### src/rtl/pll_startup_seq.sv
// pll_startup_seq: brings up the iCE40 PLL that clocks the PipelineC core.
// Drives PLL RESETB and qualifies lock through a 2-flop synchronizer.
// Releases core reset only after lock has stayed high for a programmable time.
// Lock loss, timeout or force_restart reset the core and repeat bring-up.
// Optional build macro PLL_STARTUP_SEQ_LOCK_FILTER_EN: in RUN, a lock loss
// is declared only after LOCK_LOSS_FILTER consecutive lock-low cycles.
// Assumes MAX_RETRIES <= 3 so it fits the 2-bit retry_count port.
module pll_startup_seq #(
    parameter int PLL_RESET_CYCLES    = 16,
    parameter int LOCK_TIMEOUT_CYCLES = 65536,
    parameter int LOCK_STABLE_CYCLES  = 1024,
    parameter int MAX_RETRIES         = 3,
    parameter int LOCK_LOSS_FILTER    = 4
) (
    input  logic       clk,
    input  logic       rst_n,
    input  logic       pll_locked,
    input  logic       force_restart,
    output logic       pll_resetb,
    output logic       core_rst_n,
    output logic [2:0] seq_state,
    output logic [1:0] retry_count,
    output logic [7:0] lock_loss_count,
    output logic       fault
);

    localparam int RST_W = (PLL_RESET_CYCLES    > 1) ? $clog2(PLL_RESET_CYCLES)    : 1;
    localparam int TO_W  = (LOCK_TIMEOUT_CYCLES > 1) ? $clog2(LOCK_TIMEOUT_CYCLES) : 1;
    localparam int STB_W = (LOCK_STABLE_CYCLES  > 1) ? $clog2(LOCK_STABLE_CYCLES)  : 1;

    localparam logic [RST_W-1:0] RST_LAST = RST_W'(PLL_RESET_CYCLES - 1);
    localparam logic [TO_W-1:0]  TO_LAST  = TO_W'(LOCK_TIMEOUT_CYCLES - 1);
    localparam logic [STB_W-1:0] STB_LAST = STB_W'(LOCK_STABLE_CYCLES - 1);
    localparam logic [1:0]       RETRY_MAX = 2'(MAX_RETRIES);

    typedef enum logic [2:0] {
        ST_IDLE      = 3'd0,
        ST_PLL_RST   = 3'd1,
        ST_WAIT_LOCK = 3'd2,
        ST_STABLE    = 3'd3,
        ST_RUN       = 3'd4,
        ST_FAULT     = 3'd5
    } state_e;

    state_e           state_q,      state_d;
    logic             sync1_q,      sync1_d;
    logic             lock_s_q,     lock_s_d;
    logic [RST_W-1:0] rst_cnt_q,    rst_cnt_d;
    logic [TO_W-1:0]  to_cnt_q,     to_cnt_d;
    logic [STB_W-1:0] stb_cnt_q,    stb_cnt_d;
    logic [1:0]       retry_q,      retry_d;
    logic [7:0]       loss_cnt_q,   loss_cnt_d;
    logic             pll_resetb_q, pll_resetb_d;
    logic             core_rst_n_q, core_rst_n_d;
    logic             fault_q,      fault_d;
    logic             lock_loss;
    logic [1:0]       retry_inc;

`ifdef PLL_STARTUP_SEQ_LOCK_FILTER_EN
    localparam int FLT_W = (LOCK_LOSS_FILTER > 1) ? $clog2(LOCK_LOSS_FILTER) : 1;
    localparam logic [FLT_W-1:0] FLT_LAST = FLT_W'(LOCK_LOSS_FILTER - 1);
    logic [FLT_W-1:0] flt_cnt_q, flt_cnt_d;
`endif

    // Next-state, counter and registered-output logic for the bring-up FSM.
    always_comb begin
        // NOTE: every variable gets a default before the case so no path can leave it unassigned and infer a latch.
        state_d    = state_q;
        sync1_d    = pll_locked;
        lock_s_d   = sync1_q;
        rst_cnt_d  = rst_cnt_q;
        to_cnt_d   = to_cnt_q;
        stb_cnt_d  = stb_cnt_q;
        retry_d    = retry_q;
        loss_cnt_d = loss_cnt_q;
        lock_loss  = 1'b0;
        retry_inc  = retry_q + 2'd1;
`ifdef PLL_STARTUP_SEQ_LOCK_FILTER_EN
        flt_cnt_d  = flt_cnt_q;
`endif

        unique case (state_q)
            ST_IDLE: begin
                state_d   = ST_PLL_RST;
                rst_cnt_d = '0;
            end
            ST_PLL_RST: begin
                if (rst_cnt_q == RST_LAST) begin
                    state_d  = ST_WAIT_LOCK;
                    to_cnt_d = '0;
                end else begin
                    rst_cnt_d = rst_cnt_q + 1'b1;
                end
            end
            ST_WAIT_LOCK: begin
                if (lock_s_q) begin
                    state_d   = ST_STABLE;
                    stb_cnt_d = '0;
                end else if (to_cnt_q == TO_LAST) begin
                    retry_d = retry_inc;
                    if (retry_inc == RETRY_MAX) begin
                        state_d = ST_FAULT;
                    end else begin
                        state_d   = ST_PLL_RST;
                        rst_cnt_d = '0;
                    end
                end else begin
                    to_cnt_d = to_cnt_q + 1'b1;
                end
            end
            ST_STABLE: begin
                // A dropout here resumes the same timeout window rather than starting a new attempt.
                if (!lock_s_q) begin
                    state_d = ST_WAIT_LOCK;
                end else if (stb_cnt_q == STB_LAST) begin
                    state_d = ST_RUN;
                    retry_d = '0;
`ifdef PLL_STARTUP_SEQ_LOCK_FILTER_EN
                    flt_cnt_d = '0;
`endif
                end else begin
                    stb_cnt_d = stb_cnt_q + 1'b1;
                end
            end
            ST_RUN: begin
`ifdef PLL_STARTUP_SEQ_LOCK_FILTER_EN
                if (lock_s_q) begin
                    flt_cnt_d = '0;
                end else if (flt_cnt_q == FLT_LAST) begin
                    lock_loss = 1'b1;
                end else begin
                    flt_cnt_d = flt_cnt_q + 1'b1;
                end
`else
                lock_loss = !lock_s_q;
`endif
                if (lock_loss) begin
                    state_d   = ST_PLL_RST;
                    rst_cnt_d = '0;
                    if (loss_cnt_q != 8'hFF) begin
                        loss_cnt_d = loss_cnt_q + 8'd1;
                    end
                end
            end
            ST_FAULT: begin
                state_d = ST_FAULT;
            end
            default: begin
                state_d = ST_IDLE;
            end
        endcase

        // A restart request overrides whatever the state decided above.
        if (force_restart) begin
            state_d   = ST_PLL_RST;
            rst_cnt_d = '0;
            retry_d   = '0;
        end

        // Outputs are registered from the next state so they line up with state_q.
        pll_resetb_d = !(state_d inside {ST_IDLE, ST_PLL_RST, ST_FAULT});
        core_rst_n_d = (state_d == ST_RUN);
        fault_d      = (state_d == ST_FAULT);
    end

    // State, counter, synchronizer and output registers with synchronous reset.
    always_ff @(posedge clk) begin
        // NOTE: sequential state uses non-blocking assignments so every flop samples pre-edge values.
        if (!rst_n) begin
            // NOTE: the synchronizer flops are reset too, so a stale lock cannot leak into the first decision.
            state_q      <= ST_IDLE;
            sync1_q      <= 1'b0;
            lock_s_q     <= 1'b0;
            rst_cnt_q    <= '0;
            to_cnt_q     <= '0;
            stb_cnt_q    <= '0;
            retry_q      <= '0;
            loss_cnt_q   <= '0;
            pll_resetb_q <= 1'b0;
            core_rst_n_q <= 1'b0;
            fault_q      <= 1'b0;
`ifdef PLL_STARTUP_SEQ_LOCK_FILTER_EN
            flt_cnt_q    <= '0;
`endif
        end else begin
            state_q      <= state_d;
            sync1_q      <= sync1_d;
            lock_s_q     <= lock_s_d;
            rst_cnt_q    <= rst_cnt_d;
            to_cnt_q     <= to_cnt_d;
            stb_cnt_q    <= stb_cnt_d;
            retry_q      <= retry_d;
            loss_cnt_q   <= loss_cnt_d;
            pll_resetb_q <= pll_resetb_d;
            core_rst_n_q <= core_rst_n_d;
            fault_q      <= fault_d;
`ifdef PLL_STARTUP_SEQ_LOCK_FILTER_EN
            flt_cnt_q    <= flt_cnt_d;
`endif
        end
    end

    assign pll_resetb      = pll_resetb_q;
    assign core_rst_n      = core_rst_n_q;
    assign seq_state       = state_q;
    assign retry_count     = retry_q;
    assign lock_loss_count = loss_cnt_q;
    assign fault           = fault_q;

endmodule

### config.mk
export PLATFORM = sky130hd
export DESIGN_NAME = pll_startup_seq
export DESIGN_NICKNAME = d
export VERILOG_FILES = /design/src/rtl/pll_startup_seq.sv
export SDC_FILE = /design/constraint.sdc
export NUM_CORES = 1
export LEC_CHECK = 0
export ABC_AREA = 1
export CAP_MARGIN = 15
export CORE_AREA = 8 8 96 98
export CTS_CLUSTER_SIZE = 24
export DETAILED_ROUTE_END_ITERATION = 8
export DIE_AREA = 0 0 104 106
export GPL_ROUTABILITY_DRIVEN = 0
export HOLD_SLACK_MARGIN = 0.1
export PLACE_DENSITY = 0.62
export SYNTH_ARGS = -nofsm -noshare
export SYNTH_HDL_FRONTEND = slang
export SYNTH_SLANG_ARGS = --single-unit
### constraint.sdc
create_clock -name clk -period 1.5 [get_ports clk]
set_input_delay 0.3 -clock clk [delete_from_list [all_inputs] [get_ports clk]]
set_output_delay 0.3 -clock clk [all_outputs]
set_load 0.1 [all_outputs]
After elaboration in Yosys (flattened, before gate mapping)
Index checks and enable logic that the tools add are counted.

Register bits: 48. Input bits: 4. Output and inout port bits: 16. Word-level logic and storage cells: 83.

$add $sub $neg: 5. Equal/unequal tests: 24. Mux-type cells: 28. Bitwise gates (word level): 2. Reduce and logical (&&, ||, !) cells: 13.

Operators with widths (count): two-way mux 16 bit (3); one-hot mux 16 bit (2 select lines) (1); two-way mux 10 bit (3); two-way mux 3 bit (8); != test 2 bit, second input constant (11); two-way mux 4 bit (5); one-hot mux 10 bit (2 select lines) (1); one-hot mux 3 bit (6 select lines) (1); adder 16 x 1 -> 16 bit, second input constant (1); == test 16 bit, second input constant (1); one-hot mux 4 bit (4 select lines) (1); == test 3 bit, second input constant (4); adder 10 x 1 -> 10 bit, second input constant (1); == test 10 bit, second input constant (1); adder 8 x 1 -> 8 bit, second input constant (1); two-way mux 2 bit (4); != test 8 bit, second input constant (1); AND reduction 4 bit (2); == test 3 x 1 -> 1 bit, second input constant (2); == test 3 x 2 -> 1 bit, second input constant (2); zero test 3 bit (2); AND reduction 6 bit (1); AND reduction 5 bit (1); adder 4 x 1 -> 4 bit, second input constant (1); 11 further kinds (13).

Depth between registers and ports, before layout
Gate-level depths: netlist (run 1).

Word-level depth: 10. Mapped depth: 12. Gate-level depth less buffers: 12.

Worst setup path after synthesis (run 1)
Ideal clock, no wire load.

Path type: flip-flop to flip-flop. From: register state_q[1], in the netlist seq_state[1]. To: register to_cnt_q[14]. Arrival time: 2.055 ns. Setup slack: -0.688 ns. Stages on the path, launching flop included: 11. Period minus slack after synthesis: 2.188 ns. Path through: dfxtp_1 > nand2_2 > nor2_4 > inv_2 > nor2_2 > inv_1 > nand2_4 > inv_2 > buf_6 > nand2_1 > a21oi_1.

Word-level cells in the longest chain between the ends: 3. Elaborated cells on any way between the ends: 8.

Ends and longest elaborated chain: start, declared (RTL line 45) `state_e state_q, state_d;`; start signal, assigned (RTL line 186) `state_q <= state_d;`; == test 3 x 2 -> 1 bit or == test 3 x 1 -> 1 bit (tied branches) (RTL line 82) `unique case (state_q)`; != test 2 bit (no line) or nonzero test 2 bit (tied branches); AND reduction 4 bit (no line); end signal, assigned (RTL line 190) `to_cnt_q <= to_cnt_d;`; end, declared (RTL line 49) `logic [TO_W-1:0] to_cnt_q, to_cnt_d;`.

Parallel ways exist; a longest one is shown, timed or not. A chain may end at the register's enable or synchronous reset.

Worst setup path in the final report (run 1)
From: register to_cnt_q[1]. To: register to_cnt_q[6].

Word-level cells in the longest chain between the ends: 4. Elaborated cells on any way between the ends: 7.

Ends and longest elaborated chain: adder 16 x 1 -> 16 bit (RTL line 108) `to_cnt_d = to_cnt_q + 1'b1;`; two-way mux 16 bit (RTL line 99) `end else if (to_cnt_q == TO_LAST) begin`; two-way mux 16 bit (RTL line 96) `if (lock_s_q) begin`; one-hot mux 16 bit (2 select lines) (RTL line 82).

Parallel ways exist; a longest one is shown, timed or not. The select of a mux whose other input is x is not followed.

==> metrics.txt, run 1 <==
sw frac 23.0%; Crit path largest cell delay approximately 0.37 ns; crit end category flop; vias in the first global route between 2000 and 3000; dpl cells ~560; clock share of power 40.1%; WP data required 1.74 ns; Placement Cell Area between 3000 and 4000 µm²; top cell type's share of synthesized area 37.0%; worst hold slack 0.434 ns; WL final 6940 µm; Seq/Total Area, Yosys 37.0%; Leak Pwr 1.48 nW; Critical R2R Launch to_cnt_q[1]; Detailed Routing Iterations Pass 1 4; Worst VDD drop around 0.51 mV; first-pass GRT wire length 11500 µm; DR vias about 2700; Initial Utilization 33.1%; M1 WL around 3100 µm; CP max-delay cell dfxtp_2; register area 1010 µm²; fin cells 575; final hold violations 0; design area 3920 µm²; CP startpoint kind flop; Fin Setup TNS -0.742 ns; Syn-to-layout area delta 51.1%; Least-Margin Pin Slew between 0.3 and 0.4 ns; Worst Clk Skew around 0.012 ns; Clk Latency, worst-skew pair ~0.30 ns; Yosys top cell by area dfxtp_1; total gr overflow 0; I/O Buffers 19; Rows 33; CP Max Fanout 6; CTS tree yes; min cycle time layout 1.57 ns; Post-Syn Area 2600 µm²; Hold Buf Count CTS 0; Synth cell types 31; Core Region 7850 µm²; Root Driver clkbuf_8; drt wl/cell 12.1 µm; Final Max Slew Viols 0; Hold Crit Class reg -> reg; Die X 104 µm; die footprint 11000 µm²; r2r endpoint to_cnt_q[6]; internal power 1.79 mW; worst-path cell chain ha_4, inv_4, nor2_4, nand2_4, nor2_4, o21ai_4, nand2_4, buf_6, nand2_1, a21oi_1; Fmax achieved 635 MHz; Post-synth EDFFs 0; Die Height 106 µm; Layout Nets 478; Ys Warns 0; routed wl met3 210 µm; # DRC 0; Ports 20; Cells after Synth 384; Post-DP HPWL slightly above 5000 µm; # diodes 0; asr flop ratio synth 0%; commonest non-fill, non-tap cells in the layout nand2_1, buf_4, inv_1, nor2_1, dfxtp_1; Sw Pwr 0.534 mW; Post-Syn Nets 393; sequential power share between 50% and 60%; Tot GR Track Use between 10% and 20%; max layer used met4; RSZ-0062 raised after global routing yes; pin count of the biggest net entering global routing 16; Setup-failing EPs final 15; critical path class reg -> reg; final core utilization 50.0%; Clock Sink Count 48; antenna viol nets, final 0; Most used DFF post-synth dfxtp_1; Initial DRC Count between 80 and 90; number of cells on the worst reg-to-reg path 10; Comb power frac 5.3%; setup ws final -0.0749 ns; average size of a mapped cell 6.76 µm²; maxcap violations 0; Fill cells about 770; share of cells above drive strength 1 37.2%; PD cells 592 nW/µm²; worst rel slew slack 76.4%; failing checks setup timing; R2R Setup Slk -0.07 ns; status finished with violations; Vias/cell 4.73; cts bufs inserted 5; final cycle utilization of the critical path 105%; post-synthesis register bit count 48; clk buf depth 2; data arrival time of the worst path 1.82 ns; Worst Setup SP to_cnt_q[1]; H-tree depth 2; most area-consuming cells after synthesis dfxtp_1, nand2_1, nor2_1; Setup crit end to_cnt_q[6]; commonest non-fill, non-tap cell in the layout nand2_1; Worst-path clk slew 0.10 ns; area of the multi-input gates 1620 µm²; routed wire length on met2 3550 µm; initial antenna violation count 0
[repair_timing]
item,CTS,global route
setup endpoints to repair,27,39
pin swaps,3,18
gates resized for setup,13,41
endpoints found under the hold margin,0,0
cloned,1,1
setup buffers,1,3
[critical path, delay by kind of cell, from the launching register on]
family	cells	cell delay, ns
and+or+nand+nor	5	0.57
DFF	1	0.37
AOI/OAI and AO/OA	2	0.23
buffers and inverters	2	0.19
adders and majority gates	1	0.16
[synthesized netlist by cell type (2+ instances only)]
| library cell | n |
|---|---|
| nand2_1 | 86 |
| dfxtp_1 | 48 |
| nor2_1 | 48 |
| inv_1 | 44 |
| a21oi_1 | 32 |
| nand3_1 | 30 |
| o21ai_0 | 21 |
| nand2_2 | 8 |
| nor3_1 | 8 |
| nor2_2 | 7 |
| xor2_1 | 7 |
| inv_2 | 6 |
| nand4_1 | 6 |
| ha_1 | 5 |
| buf_6 | 3 |
| nor2_4 | 3 |
| o21bai_1 | 3 |
| a211oi_1 | 2 |
| a21oi_2 | 2 |
| clkbuf_1 | 2 |
| o211ai_1 | 2 |
| xnor2_1 | 2 |
[cells by family after synthesis]
kind of cell	count (synthesis)	share of synthesized area, %
AOI/OAI and AO/OA	64	13.7
xor gates and xnor gates	9	3.04
adders and majority gates	5	2.41
buffers and inverters	56	8.96
DFF	48	37.0
and+or+nand+nor	202	34.8
[layout make-up]
type	count	share of cell area (%)
multi-input combinational	281	41.2
sequential	48	25.8
timing repair buffer	81	21.1
inverter	51	5.45
tap	105	3.35
clock buffer	7	2.74
clock inverter	1	0.223
timing repair inverter	1	0.223
[power by group through the flow]
stage | clock (mW) | combinational (mW) | sequential, mW
after global routing | 1.02 | 0.134 | 1.27
after CTS | 0.964 | 0.119 | 1.27
after floorplan | 0 | 0.0491 | 1.31
after detailed placement | 0 | 0.117 | 1.30
after global placement | 0 | 0.116 | 1.30
final | 0.932 | 0.123 | 1.27
[per-layer routing]
layer	GRT usage (%)	vias up
met1	14.5	1257
met5	0	-
met3	2.84	10
met2	22.2	37
met4	3.62	0
li1	-	1414
[flip-flops by register name, indices dropped and copies added (netlist names), 2 cells and up]
name	cells
to_cnt_q	16
stb_cnt_q	10
lock_loss_count	8
rst_cnt_q	4
seq_state	3
retry_count	2
[per-stage QoR]
step                total power [mW]  setup slack, ns
floorplan                       1.36          -0.0423
global placement                1.42          -0.0426
detailed placement              1.42           -0.104
CTS                             2.35         -0.00391
global route                    2.43           -0.164
finish                          2.32          -0.0749
[how the worst min path moves through the flow]
| stage | start | endpoint | slack, ns | cells after the start |
|---|---|---|---|---|
| floorplan | lock_s_d | lock_s_q | 0.39 | 2 |
| global placement | lock_s_d | lock_s_q | 0.41 | 2 |
| detailed placement | lock_s_d | lock_s_q | 0.43 | 2 |
| CTS | lock_s_d | lock_s_q | 0.44 | 2 |
| global route | lock_s_d | lock_s_q | 0.45 | 2 |
| finish | lock_s_d | lock_s_q | 0.43 | 2 |
Note: power is estimated with default switching activity, not from simulation.
==> run 2: changes to the inputs <==
--- a/config.mk
+++ b/config.mk
@@ -5,12 +5,12 @@
 export SDC_FILE = /design/constraint.sdc
 export NUM_CORES = 1
 export LEC_CHECK = 0
-export ABC_AREA = 1
+export ABC_AREA = 0
 export CAP_MARGIN = 15
-export CORE_AREA = 8 8 96 98
+export CORE_AREA = 8 8 93 95
 export CTS_CLUSTER_SIZE = 24
 export DETAILED_ROUTE_END_ITERATION = 8
-export DIE_AREA = 0 0 104 106
+export DIE_AREA = 0 0 101 103
 export GPL_ROUTABILITY_DRIVEN = 0
 export HOLD_SLACK_MARGIN = 0.1
 export PLACE_DENSITY = 0.62
==> run 2 against run 1 <==
Net effect: the flow still finishes with violations (setup timing); final cell count shrank 14%; sequential share of layout area fell by 1.5 points; wire length is 0.65% higher; combinational power hardly changed; worst setup slack worse by 0.20 ns; sequential power about the same; core utilization increased by 8.9 points; global-route usage is 0.81 points higher; highest routed layer unchanged.
==> metrics.txt, run 2 <==
commonest non-fill, non-tap cell in the layout buf_4; sequential power share 53.4%; Top reg by flops to_cnt_q; maxcap violations 0; min cycle time layout 1.78 ns; WL final between 6000 and 7000 µm; antenna viol nets, final 0; Critical R2R Launch to_cnt_q[1]; Hold Path Depth 1; Clk Latency, worst-skew pair about 0.31 ns; Post-synth EDFFs 0; dpl cells roughly 470; CP startpoint kind flop; Setup-failing EPs final 41; crit end category flop; sw frac 23.3%; status finished with violations; Cells after Synth 283; H-tree depth 2; Post-Syn Nets 292; routed wire length on met2 3550 µm; Syn-to-layout area delta 73.8%; M1 WL 3000 µm; Tot GR Track Use 13.2%; synth cell count leaders dfxtp_1, nor2_1, nand2_1; first-pass GRT wire length 11100 µm; Initial Utilization 33.9%; Seq/Total Area, Yosys 39.7%; Hold Crit Class reg -> reg; # DRC 0; clock share of power 41.4%; Root Driver clkbuf_8; worst rel slew slack 58.6%; Ports 20; clk buf depth 2; R2R Setup Slk -0.28 ns; Synth cell types 50; final hold violations 0; Worst-path clk slew 0.10 ns; top cell type's share of synthesized area 39.7%; cts bufs inserted 5; post-synthesis register bit count 48; DR vias 2527; Yosys top cell by area dfxtp_1; max reg flops 16; final core utilization 58.9%; WP data required ~1.8 ns; die footprint 10400 µm²; final cycle utilization of the critical path 118%; Initial DRC Count approximately 120; failing checks setup timing; routed wl met3 264 µm; critical path class reg -> reg; r2r endpoint to_cnt_q[13]; Sw Pwr 0.550 mW; vias in the first global route 2391; Rows 31; CTS tree yes; number of cells on the worst reg-to-reg path 7; Hold Buf Count CTS 0; Die X 101 µm; Final Max Slew Viols 0; Vias/cell 5.08; Worst VDD drop 0.341 mV; average size of a mapped cell 8.55 µm²; # diodes 0; Fmax achieved ~560 MHz; pin count of the biggest net entering global routing 19; setup ws final -0.275 ns; internal power about 1.8 mW; Post-DP HPWL 4630 µm; RSZ-0062 raised after global routing yes; max layer used met4; Least-Margin Pin Slew 0.617 ns; Comb power frac ~5%; Ys Warns 0; Fill cells just under 600; Layout Nets 406; Leak Pwr 1.62 nW; commonest non-fill, non-tap cells in the layout buf_4, dfxtp_1, nor2_1, nand2_1, buf_12; Worst Clk Skew around 0.010 ns; CP Max Fanout 4; hold-critical path endpoint lock_s_q; asr flop ratio synth 0%; PD cells 561 nW/µm²; fin cells 497; Clock Sink Count 48; Die Height 103 µm; drt wl/cell 14.0 µm; initial antenna violation count 0; total gr overflow 0; most area-consuming cells after synthesis dfxtp_1, xnor2_1, nor2_1; Detailed Routing Iterations Pass 1 4; Most used DFF post-synth dfxtp_1; top-count cell post-synth dfxtp_1; I/O Buffers 19; Min-Delay Startpoint lock_s_d; data arrival time of the worst path roughly 2.0 ns; Core Region ~7100 µm²; Post-Syn Area 2420 µm²; share of cells above drive strength 1 around half
## run 2: changes by cell type after synthesis, moves of 7 or more
cell / delta
a21oi_1: -18
and2_1: +10
inv_1: -39
nand2_1: -65
nand2_2: -8
nand3_1: -12
nand4_1: +7
nor2_1: -22
nor2_2: -7
nor2b_1: +7
o21ai_0: -12
xnor2_1: +12
## run 2: metrics by stage
step	power [mW]	setup WS [ns]	setup TNS (ns)	instance area, µm²	hold slack (ns)
finish	2.36	-0.275	-5.71	4200	0.462
global route	2.46	-0.315	-8.73	4200	0.485
CTS	2.38	-0.218	-4.74	3950	0.470
detailed placement	1.40	-0.302	-6.99	3590	0.446
global placement	1.40	-0.246	-5.62	3590	0.418
floorplan	1.35	-0.444	-6.77	2580	0.376
## run 2: worst max-delay path by stage
| stage | slack (ns) | endpoint | from | depth (start not counted) |
|---|---|---|---|---|
| floorplan | -0.44 | to_cnt_q[10] | seq_state[0] | 8 |
| finish | -0.28 | to_cnt_q[13] | to_cnt_q[1] | 7 |
| global placement | -0.25 | to_cnt_q[13] | to_cnt_q[0] | 6 |
| CTS | -0.22 | to_cnt_q[14] | seq_state[2] | 5 |
| global route | -0.32 | to_cnt_q[13] | to_cnt_q[0] | 7 |
| detailed placement | -0.30 | to_cnt_q[4] | to_cnt_q[0] | 7 |
## run 2: area by class of cell
class | instances | area [µm²] | share of cell area (%)
multi-input cells | 218 | 1750 | 41.6
repair buffers | 119 | 1180 | 28.0
flip-flops and latches | 48 | 1020 | 24.2
well taps | 99 | 124 | 2.95
clock buffers | 5 | 68.8 | 1.64
clock inverters | 3 | 46.3 | 1.10
inverters | 5 | 18.8 | 0.446
## run 2: cell families after synthesis
group | after synthesis | synth area share, %
AND/OR/NAND/NOR | 136 | 30.6
AO/OA/AOI/OAI | 56 | 16.1
flip-flops | 48 | 39.7
XOR/XNOR | 21 | 7.60
buffers and inverters | 17 | 3.36
adder cells (fa/ha/maj) | 5 | 2.59
## run 2: power by group through the flow
| stage | Sequential (mW) | Clock (mW) | Combinational, mW |
|---|---|---|---|
| floorplan | 1.30 | 0 | 0.0493 |
| global placement | 1.29 | 0 | 0.108 |
| detailed placement | 1.29 | 0 | 0.110 |
| CTS | 1.26 | 1.00 | 0.116 |
| global route | 1.26 | 1.07 | 0.129 |
| finish | 1.26 | 0.977 | 0.121 |
## run 2: critical path: stages (launching register included)
cell	delay [ns]
dfxtp_2	0.35
ha_4	0.15
and4_1	0.16
nand4_1	0.19
buf_4	0.17
a21boi_4	0.06
or4_4	0.50
a21oi_2	0.13
## run 2: timing repair
action | in CTS | in global routing
endpoints found under the setup margin | 45 | 47
pin swaps | 37 | 35
gates resized for setup | 50 | 33
setup buffers | 5 | 12
## run 2: layer usage
layer  up-vias  global-route usage (%)
met5         -                       0
met4         0                    6.99
met3        15                    2.57
met2        66                    23.1
met1      1188                    14.9
li1       1258                       -
